===== src/rtl/cam_power_seq.sv =====
// Camera bring-up sequencer: timed sensor power-up, SCCB configuration with
// timeout and bounded retries, then capture and stream enables.
module cam_power_seq #(
  parameter logic [23:0] PWDN_CYC   = 24'd500000,
  parameter logic [23:0] RST_CYC    = 24'd100000,
  parameter logic [23:0] BOOT_CYC   = 24'd2000000,
  parameter logic [23:0] CFG_TO     = 24'd8000000,
  parameter logic [23:0] STREAM_DLY = 24'd1000,
  parameter int          MAX_RETRY  = 2,
  parameter bit          FAST_SIM   = 1'b0
) (
  input  logic       clk,
  input  logic       rst,
  input  logic       restart,
  input  logic       cfg_done,
  input  logic       cfg_err,
  output logic       cam_pwdn,
  output logic       cam_rst_n,
  output logic       cfg_start,
  output logic       capture_en,
  output logic       stream_en,
  output logic       seq_done,
  output logic       seq_fail,
  output logic [2:0] retry_cnt
);

  localparam logic [23:0] PWDN_N   = FAST_SIM ? 24'd4 : PWDN_CYC;
  localparam logic [23:0] RST_N    = FAST_SIM ? 24'd4 : RST_CYC;
  localparam logic [23:0] BOOT_N   = FAST_SIM ? 24'd4 : BOOT_CYC;
  localparam logic [23:0] CFG_N    = FAST_SIM ? 24'd4 : CFG_TO;
  localparam logic [23:0] STREAM_N = FAST_SIM ? 24'd4 : STREAM_DLY;
  localparam logic [3:0]  RETRY_MAX = 4'(MAX_RETRY);

  typedef enum logic [2:0] {
    S_PWDN, S_RESET, S_BOOT, S_CFG_REQ, S_CFG_WAIT, S_ARM, S_RUN, S_FAIL
  } state_t;

  typedef struct packed {
    logic pwdn;
    logic rst_n;
    logic start;
    logic capture;
    logic stream;
    logic done;
    logic fail;
  } pins_t;

  state_t      state, nxt;
  logic [23:0] cnt;
  logic        go, timed, timeout;
  logic [3:0]  attempt;
  logic [2:0]  retry_nxt;
  pins_t       pins;

  // Output pins as seen in each state; registered alongside the state itself.
  function automatic pins_t decode(input state_t s);
    pins_t p;
    p = '0;
    case (s)
      S_PWDN:     p.pwdn = 1'b1;
      S_RESET:    p.pwdn = 1'b0;
      S_BOOT:     p.rst_n = 1'b1;
      S_CFG_REQ:  begin p.rst_n = 1'b1; p.start = 1'b1; end
      S_CFG_WAIT: p.rst_n = 1'b1;
      S_ARM:      begin p.rst_n = 1'b1; p.capture = 1'b1; end
      S_RUN:      begin p.rst_n = 1'b1; p.capture = 1'b1; p.stream = 1'b1; p.done = 1'b1; end
      S_FAIL:     begin p.pwdn = 1'b1; p.fail = 1'b1; end
    endcase
    return p;
  endfunction

  // The configuration window already spent one cycle in CFG_REQ.
  assign timeout = (CFG_N == 24'd1) || (cnt == CFG_N - 24'd2);
  assign attempt = {1'b0, retry_cnt} + 4'd1;
  assign timed   = state inside {S_PWDN, S_RESET, S_BOOT, S_CFG_WAIT, S_ARM};

  // NOTE: every always_comb output gets a default first so no path leaves it
  // unassigned, which would otherwise infer a latch.
  always_comb begin
    go        = 1'b0;
    nxt       = state;
    retry_nxt = retry_cnt;
    case (state)
      S_PWDN:    if (cnt == PWDN_N - 24'd1) begin go = 1'b1; nxt = S_RESET; end
      S_RESET:   if (cnt == RST_N - 24'd1)  begin go = 1'b1; nxt = S_BOOT; end
      S_BOOT:    if (cnt == BOOT_N - 24'd1) begin go = 1'b1; nxt = S_CFG_REQ; end
      S_CFG_REQ: begin go = 1'b1; nxt = S_CFG_WAIT; end
      S_CFG_WAIT: begin
        if (cfg_err || (!cfg_done && timeout)) begin
          go        = 1'b1;
          retry_nxt = (attempt > RETRY_MAX) ? retry_cnt : attempt[2:0];
          nxt       = (attempt < RETRY_MAX) ? S_PWDN : S_FAIL;
        end else if (cfg_done) begin
          go  = 1'b1;
          nxt = S_ARM;
        end
      end
      S_ARM:     if (cnt == STREAM_N - 24'd1) begin go = 1'b1; nxt = S_RUN; end
      S_RUN, S_FAIL: begin
        if (restart) begin
          go        = 1'b1;
          nxt       = S_PWDN;
          retry_nxt = 3'd0;
        end
      end
    endcase
  end

  // NOTE: state registers use non-blocking assignments so every flop samples
  // the pre-edge values, independent of statement order.
  always_ff @(posedge clk) begin
    if (rst) begin
      state     <= S_PWDN;
      cnt       <= '0;
      retry_cnt <= '0;
      pins      <= decode(S_PWDN);
    end else begin
      retry_cnt <= retry_nxt;
      if (go) begin
        state <= nxt;
        cnt   <= '0;
        pins  <= decode(nxt);
      end else if (timed) begin
        cnt <= cnt + 24'd1;
      end
    end
  end

  assign cam_pwdn   = pins.pwdn;
  assign cam_rst_n  = pins.rst_n;
  assign cfg_start  = pins.start;
  assign capture_en = pins.capture;
  assign stream_en  = pins.stream;
  assign seq_done   = pins.done;
  assign seq_fail   = pins.fail;

endmodule


===== config.mk =====
export PLATFORM = sky130hd
export DESIGN_NAME = cam_power_seq
export DESIGN_NICKNAME = d
export VERILOG_FILES = /design/src/rtl/cam_power_seq.sv
export SDC_FILE = /design/constraint.sdc
export NUM_CORES = 1
export LEC_CHECK = 0
export CAP_MARGIN = 20
export CORE_MARGIN = 10
export CORE_UTILIZATION = 46
export CTS_CLUSTER_DIAMETER = 150
export DETAILED_ROUTE_END_ITERATION = 8
export HOLD_SLACK_MARGIN = 0.05
export PLACE_DENSITY = 0.69
export SYNTH_ARGS = -nofsm -noshare
export SYNTH_HDL_FRONTEND = slang
export SYNTH_SLANG_ARGS = --single-unit

===== constraint.sdc =====
create_clock -name clk -period 4.2 [get_ports clk]
set_clock_uncertainty 0.2 [all_clocks]
set_input_delay 1.26 -clock clk [delete_from_list [all_inputs] [get_ports clk]]
set_output_delay 1.26 -clock clk [all_outputs]
set_load 0.1 [all_outputs]

==> impl_metrics.sql <==
INSERT INTO impl_metrics (metric_group, metric, value, unit) VALUES
('setup_path', 'critical_path.n_buffers_inverters', '2', ''),
('setup_path', 'r2r_cells', '9', ''),
('clock_tree', 'max-clock-path-buffers', '2', ''),
('setup_path', 'reg2reg_setup_slack', '1.48', 'ns'),
('detailed_routing', 'post_drt_via_cell_ratio', '5.522', ''),
('synthesis', 'synth.ff_latch_count', '36', ''),
('detailed_routing', 'drt_first_iter_violations', '66', ''),
('detailed_routing', 'drt_pre_antenna_iters', '4', ''),
('power', 'seq_power_share', '58.2', '%'),
('final_layout', 'nFillCells', '425', ''),
('global_route', 'gr-usage-all-layers', '11.73', '%'),
('detailed_routing', 'detailroute.via_count', '1640', ''),
('floorplan', 'fp.dieArea', '0.007504', 'sq mm'),
('setup_path', 'critical-path-slowest-cell', 'clkdlybuf4s50_1', ''),
('power', 'power.density', '266.7', 'mW/mm^2'),
('clock_tree', 'clock_tree_from_tritoncts', 'done', ''),
('clock_tree', 'holdBufCountCts', '0', ''),
('global_route', 'grt_pass1_wl', '7355', 'microns'),
('sta', 'max_slew.worst_pin.slew', '0.9768', 'ns'),
('worst_hold_path', 'min_delay_path_depth', '2', ''),
('setup_path', 'cp_max_fo', '24', ''),
('synthesis', 'syn-num-nets', '244', ''),
('sta', 'hold_viol_final', '0', ''),
('power', 'power_leakage', '0.7974', 'nW'),
('sta', 'post-route-period-util', '80.55', '%'),
('clock_tree', 'numClockSinks', '36', ''),
('clock_tree', 'cts_repair_resize_count', '0', ''),
('detailed_routing', 'drc', '0', ''),
('setup_path', 'critical_path.cell_chain', 'clkdlybuf4s50_1 -> or2b_2 -> nor4_4 -> a21oi_2 -> a21oi_1 -> and3b_1 -> nand2b_1 -> buf_4 -> nor2_1', ''),
('sta', 'final.setup.tns', '0', 'ns'),
('synthesis', 'synth.area.top_cells', 'dfxtp_1 35%, nor2_1 6.4%, xor2_1 6.0%', ''),
('clock_tree', 'clk_pin_slew', '0.07', 'ns'),
('sta', 'rsz0062_at_grt', 'false', ''),
('power', 'power.net_switching', '0.0001315', 'W'),
('placement', 'placement.io_buffers', '14', ''),
('final_layout', 'diodes_inserted', '0', ''),
('setup_path', 'timing.critical_path.max_delay_family', 'simple AND/OR/NAND/NOR gates', ''),
('sta', 'timing.slew.headroom', '34.67', '%'),
('synthesis', 'yosysSeqAreaShare', '35.29', '%'),
('final_layout', 'drive_above_1_share', '12.24', '%'),
('clock_tree', 'post_cts_setup_inserts', '0', ''),
('floorplan', 'fp.dieW', '86.63', 'microns'),
('global_route', 'grt_overflow_total', '0', ''),
('placement', 'place_hpwl', '3063', 'microns'),
('detailed_routing', 'ant_nets', '0', ''),
('placement', 'final_estimated_routing_congestion_in_global_placement', '0.8050', ''),
('worst_hold_path', 'worst_hold_path_class', 'flop to flop', ''),
('synthesis', 'yosys_warnings', '0', ''),
('clock_tree', 'worst_skew_pair.late_latency', '0.29', 'ns'),
('clock_tree', 'cts_root_buf', 'clkbuf_8', ''),
('detailed_routing', 'drt-total-wl', '4103', 'microns'),
('synthesis', 'ys_dominant_reg_cell', 'dfxtp_1', ''),
('floorplan', 'initial_utilization', '47.22', '%'),
('floorplan', 'core_area', '0.004324', 'sq mm'),
('run_status', 'outcome', 'completed', ''),
('synthesis', 'synth_top_cell_by_area', 'dfxtp_1', ''),
('global_route', 'grt_max_degree', '25', ''),
('detailed_routing', 'wire_per_inst', '13.81', 'microns'),
('final_layout', 'final_nets', '254', ''),
('power', 'power.share.clock', '38.4', '%'),
('power', 'cellInternalPower', '0.0004658', 'W'),
('sta', 'finalMaxSlewViolations', '0', ''),
('final_layout', 'ff_latch_area', '720.7', 'sq um'),
('setup_path', 'critPathRequiredTime', '4.16', 'ns'),
('clock_tree', 'tritoncts.num_buffers', '5', ''),
('sta', 'max_freq', '295.6', 'MHz'),
('floorplan', 'die_h', '86.63', 'microns'),
('global_route', 'antenna_found_initial', '0', ''),
('floorplan', 'io-pin-count', '15', ''),
('setup_path', 'start_kind', 'input pin', ''),
('clock_tree', 'htree_num_levels', '2', '');
-- synthesized netlist by cell type, types with 3 or more instances --
master / number
dfxtp_1: 36
nor2_1: 35
nand2_1: 20
xor2_1: 14
nand4_1: 11
a21oi_1: 10
xnor2_1: 10
nand3_1: 9
and3_1: 5
inv_1: 5
clkbuf_1: 4
ha_1: 4
nand2b_1: 4
nor3_1: 4
and4_2: 3
buf_2: 3
nor2b_1: 3
nor3b_1: 3
nor4_1: 3
or4_1: 3
-- power by group through the flow --
stage	clock, W	combinational [W]	sequential, W
2_1_floorplan	0	0.0000135	0.000354
3_3_place_gp	0	0.0000201	0.000355
3_5_place_dp	0	0.0000206	0.000355
4_1_cts	0.000238	0.0000207	0.000348
5_1_grt	0.000253	0.0000228	0.000348
6_report	0.000229	0.0000204	0.000348
-- worst min-delay path, stage by stage, from the launching register on --
cell     delay [ns]
dfxtp_1        0.31
nand2_1        0.05
a21oi_1        0.05
-- layout make-up --
type	count	share of cell area, %
multi-input cells	181	53.91
flip-flops and latches	36	32.18
repair buffers	16	6.704
clock buffers	6	3.240
well taps	52	2.905
inverters	5	0.8380
clock inverters	1	0.2235
-- state kept, by name (all words and copies together) (netlist names) --
name        flops
stream_en       1
seq_fail        1
cam_pwdn        1
capture_en      1
state           3
cnt            24
cfg_start       1
retry_cnt       3
cam_rst_n       1
-- path summary, 6_finish.rpt --
kind / start / to
hold / removal: cfg_start / cfg_start
setup reg to reg: cnt[0] / cnt[21]
setup / recovery: cfg_done / cnt[21]
hold reg to reg: cfg_start / cfg_start
-- layout by cell type (no fill, tap or decap), types with 4 or more instances in the layout --
cell	n
a21oi_1	10
and3_1	5
buf_4	4
clkbuf_8	5
clkdlybuf4s50_1	12
dfxtp_1	36
ha_1	4
inv_1	5
nand2_1	20
nand2b_1	4
nand3_1	9
nand4_1	11
nor2_1	35
nor3_1	4
xnor2_1	10
xor2_1	14
-- per-stage QoR --
step	total power (W)	utilization (%)	cells	hold slack, ns	setup WS, ns
3_5_place_dp	0.0003760	50.00	290	0.2564	0.5192
6_report	0.0005973	51.79	297	0.2598	0.8170
2_1_floorplan	0.0003679	-	235	0.2956	1.057
4_1_cts	0.0006059	51.79	297	0.2660	0.8117
5_1_grt	0.0006240	51.79	297	0.2966	0.6422
3_3_place_gp	0.0003754	50.00	290	0.2466	0.5523
-- logic make-up (layout without fill, tap and decap cells) --
logic type / after synthesis / after routing / synth area share, %
muxes: 1 / 1 / 0.4902
adders and majority gates: 4 / 4 / 2.451
buffers and inverters: 18 / 28 / 5.576
DFF: 36 / 36 / 35.29
AOI/OAI and AO/OA: 22 / 22 / 7.476
xor gates and xnor gates: 24 / 24 / 10.29
and+or+nand+nor: 130 / 130 / 38.42
-- per-layer routing --
layer,up-vias,GRT usage (%),part of all wire [%]
met5,-,0,0
met3,7,4.128,5.9
met2,24,17.05,44
met1,761,15.51,49
met4,0,4.271,1.4
li1,848,-,-
Note: power is estimated with default switching activity, not from simulation.
